[src/rtl/program_loader.sv]
`default_nettype none
// program_loader (rev 1.0): streams MEM_DEPTH program bytes into the SAP-1 programming port,
// then drops PROG_RUN and sequences the CPU out of reset.
module program_loader #(
  parameter int MEM_DEPTH     = 16,
  parameter int ADDR_W        = 4,
  parameter int DATA_W        = 8,
  parameter int SETTLE_CYCLES = 2,
  parameter int RESET_HOLD    = 2
) (
  input  logic              CLOCK,
  input  logic              RESET,
  input  logic              START,
  input  logic [DATA_W-1:0] BYTE_IN,
  input  logic              BYTE_VALID,
  output logic              BYTE_READY,
  output logic              PROG_RUN,
  output logic [ADDR_W-1:0] WRITE_ADDR,
  output logic [DATA_W-1:0] DATA_INPUT,
  output logic              CPU_RESET,
  output logic              BUSY,
  output logic              DONE
);

  localparam int TMR_MAX = (SETTLE_CYCLES > RESET_HOLD) ? SETTLE_CYCLES : RESET_HOLD;
  localparam int TMR_W   = (TMR_MAX > 1) ? $clog2(TMR_MAX) : 1;

  localparam logic [ADDR_W-1:0] LAST_ADDR   = ADDR_W'(MEM_DEPTH - 1);
  localparam logic [TMR_W-1:0]  SETTLE_LAST = TMR_W'(SETTLE_CYCLES - 1);
  localparam logic [TMR_W-1:0]  RESET_LAST  = TMR_W'(RESET_HOLD - 1);

  typedef enum logic [2:0] {
    IDLE    = 3'd0,
    LOAD    = 3'd1,
    SETTLE  = 3'd2,
    CPU_RST = 3'd3,
    RUN     = 3'd4
  } state_t;

  state_t            state;
  logic [ADDR_W-1:0] cnt;
  logic [TMR_W-1:0]  tmr;

  always_ff @(posedge CLOCK) begin
    if (!RESET) begin
      state      <= IDLE;
      cnt        <= '0;
      tmr        <= '0;
      PROG_RUN   <= 1'b1;
      CPU_RESET  <= 1'b0;
      WRITE_ADDR <= '0;
      DATA_INPUT <= '0;
      BYTE_READY <= 1'b0;
      BUSY       <= 1'b0;
      DONE       <= 1'b0;
    end else begin
      case (state)
        IDLE, RUN: begin
          // A new session re-enters program mode and holds the CPU in reset at once
          if (START) begin
            state      <= LOAD;
            cnt        <= '0;
            PROG_RUN   <= 1'b1;
            CPU_RESET  <= 1'b0;
            BYTE_READY <= 1'b1;
            BUSY       <= 1'b1;
            DONE       <= 1'b0;
          end
        end
        LOAD: begin
          if (BYTE_VALID && BYTE_READY) begin
            WRITE_ADDR <= cnt;
            DATA_INPUT <= BYTE_IN;
            if (cnt == LAST_ADDR) begin
              state      <= SETTLE;
              BYTE_READY <= 1'b0;
              tmr        <= '0;
            end else begin
              cnt <= cnt + ADDR_W'(1);
            end
          end
        end
        SETTLE: begin
          if (tmr == SETTLE_LAST) begin
            PROG_RUN <= 1'b0;
            tmr      <= '0;
            state    <= CPU_RST;
          end else begin
            tmr <= tmr + TMR_W'(1);
          end
        end
        CPU_RST: begin
          if (tmr == RESET_LAST) begin
            CPU_RESET <= 1'b1;
            DONE      <= 1'b1;
            BUSY      <= 1'b0;
            state     <= RUN;
          end else begin
            tmr <= tmr + TMR_W'(1);
          end
        end
        default: state <= IDLE;
      endcase
    end
  end

endmodule
`default_nettype wire
[config.mk]
export PLATFORM = sky130hd
export DESIGN_NAME = program_loader
export DESIGN_NICKNAME = d
export VERILOG_FILES = /design/src/rtl/program_loader.sv
export SDC_FILE = /design/constraint.sdc
export NUM_CORES = 1
export LEC_CHECK = 0
export BUFFER_PORTS_ARGS = -buffer_cell sky130_fd_sc_hd__buf_2
export CAP_MARGIN = 30
export CORE_MARGIN = 2
export CORE_UTILIZATION = 25
export CTS_BUF_LIST = sky130_fd_sc_hd__clkbuf_8 sky130_fd_sc_hd__clkbuf_16
export DETAILED_ROUTE_END_ITERATION = 10
export SETUP_SLACK_MARGIN = 0.02
export SLEW_MARGIN = 20
export SYNTH_ARGS = -nofsm -noshare
export SYNTH_HDL_FRONTEND = slang
export SYNTH_SLANG_ARGS = --single-unit
[constraint.sdc]
create_clock -name CLOCK -period 3.6 [get_ports CLOCK]
set_clock_uncertainty 0.15 [all_clocks]
set_input_delay 0.54 -clock CLOCK [delete_from_list [all_inputs] [get_ports CLOCK]]
set_output_delay 0.54 -clock CLOCK [all_outputs]
set_load 0.01 [all_outputs]
==> results of run 1 <==
Yosys cell counts, drive strengths merged (2+ instances only):
cell / instances
o21a: 3
clkbuf: 5
nor2: 7
a21boi: 14
o21ai: 4
dfxtp: 24
nor3: 2
nor3b: 4
buf: 3
a21oi: 5
nand3: 6
nand2: 30
inv: 3
nor2b: 2
state kept, by name (all words and copies together), names as in the netlist:
signal / cells
BYTE_READY: 1
state: 3
tmr: 1
cnt: 4
BUSY: 1
DATA_INPUT: 8
DONE: 1
WRITE_ADDR: 4
PROG_RUN: 1
stage by stage:
step,total power (uW),util,instance area (sq um),hold WS [ps]
after detailed placement,317,0.302,1230,296
after CTS,554,0.320,1300,309
after global placement,318,0.302,1230,295
after floorplan,303,-,1070,311
after global routing,569,0.320,1300,336
final,548,0.320,1300,303
worst paths after layout:
path | endpoint | slack, ps
worst max-delay path | cnt[2]$_SDFFE_PN0P_ | 1450
worst max register to register | cnt[2]$_SDFFE_PN0P_ | 1450
worst min-delay path | DATA_INPUT[5]$_SDFFE_PN0P_ | 300
worst min register to register | DATA_INPUT[5]$_SDFFE_PN0P_ | 300
worst reg2reg max path, stage by stage, from the launching register on:
cell and delay, ps:
dfxtp_1 520, nor3b_1 430, nand3_1 480, a221oi_1 400, nor2b_1 70
per-layer routing:
metal	share of wire	global-route usage
met1	0.50	0.121
met2	0.44	0.152
met3	0.038	0.0160
met4	0.019	0.0458
met5	0	0
power breakdown:
part / internal, uW / switching, uW / total [uW]
combinational: 17.0 / 19.5 / 36.4
sequential: 270 / 4.78 / 275
clock: 149 / 88.1 / 237
total: 435 / 112 / 548
placed cells by master, fill, tap and decap left out, types with 3 or more instances in the layout:
cell type	count
nand2_1	30
buf_2	28
dfxtp_1	24
a21boi_0	10
nand3_1	6
nor2_1	6
a21oi_1	5
a21boi_1	4
o21ai_0	4
nor3b_1	3
o21a_1	3
inv_1	3
clkbuf_8	3
area by class of cell:
cell class / instances / area [sq um]
Fill cell: 425 / 2760
Multi-Input combinational cell: 92 / 533
Sequential cell: 24 / 480
Timing Repair Buffer: 28 / 140
Tap cell: 50 / 62.6
Clock buffer: 3 / 41.3
Clock inverter: 1 / 30.0
Inverter: 3 / 11.3
kinds of logic (layout without fill, tap and decap cells):
logic type / count (synthesis) / in the layout
and+or+nand+nor: 59 / 59
AOI/OAI and AO/OA: 32 / 32
DFF: 24 / 24
buffers and inverters: 11 / 35
adders and majority gates: 1 / 1
==> summary.txt, run 1 <==
Global routing
  • Initial antenna violation count: 0
  • Largest net degree at the start of global routing: 27
  • Total GRT Usage: 0.0941
  • Vias in the first global route: 837
  • Global-route wire length before repair: 3700 um
  • Total grt overflow: 0

Synthesis
  • Yosys cell types: 34
  • Seq/Total Area, Yosys: 0.450
  • Synthesized cell area: 1070 sq um
  • Top_reg_cell synth: dfxtp_1
  • Syn nets: 140
  • Synth Area in XOR/XNOR: 0
  • Syn Area/Cell: 8.40 sq um
  • Mux contribution to synthesized area: 0
  • Share of the synthesized area in the top cell type: 0.450
  • Yosys warns: 0
  • Synth Area in Adders: 0.0117
  • Post-synthesis share of cell area spent on and, or, nand and nor gates: 0.275
  • Post-synth ARST share: 0
  • Main combinational cell family by area after synthesis: simple AND/OR/NAND/NOR gates
  • Seq cells post-synth: 24
  • Synth Instances: 127
  • Leading area contributor after synthesis: dfxtp_1
  • Compound-Gate Fraction of Synth Area: 0.212
  • Area contributors post-synth: dfxtp_1 (45%), nand2_1 (11%), a21boi_0 (7.0%)
  • EDFF count, synth: 0

Worst hold path
  • Hold-critical path depth: 2
  • Hold Path Origin: DATA_INPUT[5]$_SDFFE_PN0P_
  • Hold Path Class: reg -> reg

Clock tree
  • Clock Latency Late Sink: 260 ps
  • Num CTS Buffers: 3
  • Post-CTS setup buffer count: 0
  • Maximum clock insertion buffer count: 2
  • # H-tree levels: 1
  • CTS tree: done
  • Post-cts resize count: 0
  • Root Buffer: clkbuf_8
  • Clock-pin slew of the registers on the worst-case setup and hold paths: 90 ps
  • Clk sinks: 24
  • Hold_buf cts: 0

Routing
  • Vias per std cell: 4.67
  • Initial DRT Pass Iterations: 4
  • Final ANT Viol Nets: 0
  • Total wire length: 2240 um
  • WL/cell: 11.1 um
  • Routed via count: 938
  • Drt drc: 0
  • DRT iter0 DRCs: 43

Critical path
  • Setup CP Type: reg -> reg
  • Max Fanout on Critical Path: 14
  • Critical-path cell list: nor3b_1, nand3_1, a221oi_1, nor2b_1
  • Max incr delay on CP: 520 ps
  • Critical path startpoint: state[0]$_SDFFE_PN0P_
  • WP depth: 4
  • Critical path required time: 3610 ps
  • Arrival time worst endpoint: 2160 ps
  • Reg2Reg Launch Point: state[0]$_SDFFE_PN0P_
  • Top delay family on crit path: simple AND/OR/NAND/NOR gates
  • Crit end category: flip-flop
  • Critical-path top delay cell: dfxtp_1
  • Buf/Inv on CP: 0
  • Kind of start point of the critical path: flip-flop
  • R2r worst-path depth: 4

STA
  • Finish-stage setup viols: 0
  • Final Hold Fails: 0
  • Rel. slew slack: 0.644
  • Max-slew violations: 0
  • RSZ-0062 raised after global routing: no
  • Final WS setup: 1450 ps
  • Final worst-path cycle share: 0.598
  • Setup tns final: 0 ps
  • Min Tclk post-route: 2150 ps
  • Slew @ Worst Pin: 533 ps
  • FMAX: 0.465 GHz

Status
  • Status: finished, final reports clean

Die
  • Chip Width: 69.3 um
  • Starting Density: 0.263
  • Core area: 4060 sq um
  • Die extent in y: 69.3 um
  • Die area: 4810 sq um
  • # IOs: 29
  • Rows: 23

Layout
  • Share of layout cells above drive strength 1: 0.238
  • N_diodes: 0
  • Post-Layout Cell Count: 201
  • Layout area overhead: 21.7%
  • Post-layout net count: 165

Run
  • Max cap viols: 0

Pwr
  • Max VDD drop: 145 uV
  • P_leak: 0.000498 uW
  • PwrDens: 422 nW/um^2

Place
  • IO Port Bufs: 28
  • GP Congestion: 0.838
  • DP HPWL: 1500 um
  • Pre-CTS setup slack: 1460 ps
  • Placed cells: 197
(Power assumes the default switching activity.)
==> run 2, diff against run 1 <==
==> constraint.sdc (replaced) <==
create_clock -name CLOCK -period 2.1 [get_ports CLOCK]
set_clock_uncertainty 0.15 [all_clocks]
set_input_delay 0.315 -clock CLOCK [delete_from_list [all_inputs] [get_ports CLOCK]]
set_output_delay 0.315 -clock CLOCK [all_outputs]
set_load 0.01 [all_outputs]
==> summary.txt, run 2 (synthesis gave the netlist of run 1 again) <==
Die
  • Core area: 4060 sq um
  • Chip Width: 69.3 um
  • # IOs: 29
  • Rows: 23
  • Die extent in y: 69.3 um
  • Die area: 4810 sq um
  • Starting Density: 0.263

Clock tree
  • CTS tree: done
  • Clock Latency Late Sink: 260 ps
  • Clk sinks: 24
  • Hold_buf cts: 0
  • Maximum clock insertion buffer count: 2
  • Post-cts resize count: 0
  • Post-CTS setup buffer count: 0
  • Root Buffer: clkbuf_8
  • Num CTS Buffers: 3
  • # H-tree levels: 1
  • Clock-pin slew of the registers on the worst-case setup and hold paths: 90 ps

Layout
  • Commonest non-fill, non-tap cell in the layout: nand2_1
  • Most frequent cells in the layout: nand2_1 (30), buf_2 (28), dfxtp_1 (24)
  • Number of flip-flops in the largest register: 8
  • Layout area overhead: 24.5%
  • Biggest regs: DATA_INPUT x8, WRITE_ADDR x4, cnt x4
  • Share of layout cells above drive strength 1: 0.258
  • Final design instance area without fill: 1330 sq um
  • Top reg by flops: DATA_INPUT
  • Post-layout net count: 169
  • N_diodes: 0

Routing
  • WL/cell: 11.4 um
  • Drt drc: 0
  • Final ANT Viol Nets: 0
  • Routed via count: 970
  • Vias per std cell: 4.73
  • DRT iter0 DRCs: 55
  • Initial DRT Pass Iterations: 4
  • Total wire length: 2330 um

Critical path
  • Max Fanout on Critical Path: 6
  • Top delay family on crit path: simple AND/OR/NAND/NOR gates
  • Crit end category: flip-flop
  • Buf/Inv on CP: 0
  • Max incr delay on CP: 510 ps
  • Critical-path top delay cell: or4b_1
  • Critical-path cell list: ha_1, nand3_1, or4b_1, a21oi_1, nor2_1
  • Setup CP Type: reg -> reg
  • Arrival time worst endpoint: 1810 ps
  • Critical path required time: 2110 ps
  • Kind of start point of the critical path: flip-flop

STA
  • Setup tns final: 0 ps
  • Min Tclk post-route: 1800 ps
  • Max-slew violations: 0
  • Finish-stage setup viols: 0
  • Slew @ Worst Pin: 513 ps
  • Final Hold Slack: 129 ps
  • Rel. slew slack: 0.658
  • Final Hold Fails: 0
  • RSZ-0062 raised after global routing: no
  • Final worst-path cycle share: 0.858
  • FMAX: 0.555 GHz

Global routing
  • Total GRT Usage: 0.0952
  • Initial antenna violation count: 0
  • Largest net degree at the start of global routing: 27
  • Total grt overflow: 0
  • Vias in the first global route: 802
  • Global-route wire length before repair: 3800 um

Pwr
  • Max VDD drop: 228 uV
  • PwrDens: 708 nW/um^2
  • P_leak: 0.000517 uW

Worst hold path
  • Hold Path Class: in -> reg

Place
  • DP HPWL: 1650 um
  • GP Congestion: 0.787
  • Placed Instance Area: 1260 sq um
  • IO Port Bufs: 28

Run
  • Max cap viols: 0

Status
  • Status: finished, final reports clean
==> run 2: cell count changes in the layout (fill, tap and decap cells not counted), sizes merged <==
cell	delta
buf	+4
==> run 2: final cells by class <==
| cell class | instances | area, sq um |
|---|---|---|
| clock buffers | 3 | 41.3 |
| clock inverters | 1 | 30.0 |
| fillers | 432 | 2730 |
| inverters | 3 | 11.3 |
| multi-input cells | 92 | 533 |
| flip-flops and latches | 24 | 480 |
| well taps | 50 | 62.6 |
| repair buffers | 32 | 170 |
==> run 2: per-stage QoR <==
| stage | power [uW] | utilization | cells | setup WS [ps] |
|---|---|---|---|---|
| floorplan | 519 | - | 127 | 480 |
| global placement | 550 | 0.310 | 201 | 328 |
| detailed placement | 550 | 0.310 | 201 | 311 |
| CTS | 950 | 0.327 | 205 | 267 |
| global route | 983 | 0.327 | 205 | 158 |
| finish | 941 | 0.327 | 205 | 299 |
==> run 2: final timing paths <==
check                                           startpoint                          to  slack, ps  cells past startpoint
worst max-delay path                   cnt[0]$_SDFFE_PN0P_            tmr$_SDFFE_PN0P_        300                      5
worst min-delay path                            BYTE_IN[5]  DATA_INPUT[5]$_SDFFE_PN0P_        130                      3
worst max register to register         cnt[0]$_SDFFE_PN0P_            tmr$_SDFFE_PN0P_        300                      5
worst min register to register  DATA_INPUT[5]$_SDFFE_PN0P_  DATA_INPUT[5]$_SDFFE_PN0P_        310                      2
==> run 2: routing by layer <==
| layer | up-vias | routed length [um] | track usage |
|---|---|---|---|
| met3 | 4 | 63 | 0.0160 |
| li1 | 500 | - | - |
| met1 | 447 | 1200 | 0.132 |
| met2 | 19 | 1030 | 0.143 |
| met4 | 0 | 37 | 0.0458 |
| met5 | - | 0 | 0 |
==> run 2: power breakdown <==
| group | internal [uW] | total [uW] | switching (uW) | leakage, uW |
|---|---|---|---|---|
| sequential | 463 | 468 | 5.39 | 0.000194 |
| clock | 255 | 402 | 147 | 0.0000357 |
| combinational | 32.9 | 70.5 | 37.6 | 0.000287 |
==> run 2: tightest hold or removal path: cells and delay by family <==
family                 cells  cell delay (ps)
and+or+nand+nor            1               40
AOI/OAI and AO/OA          1               40
buffers and inverters      1               90
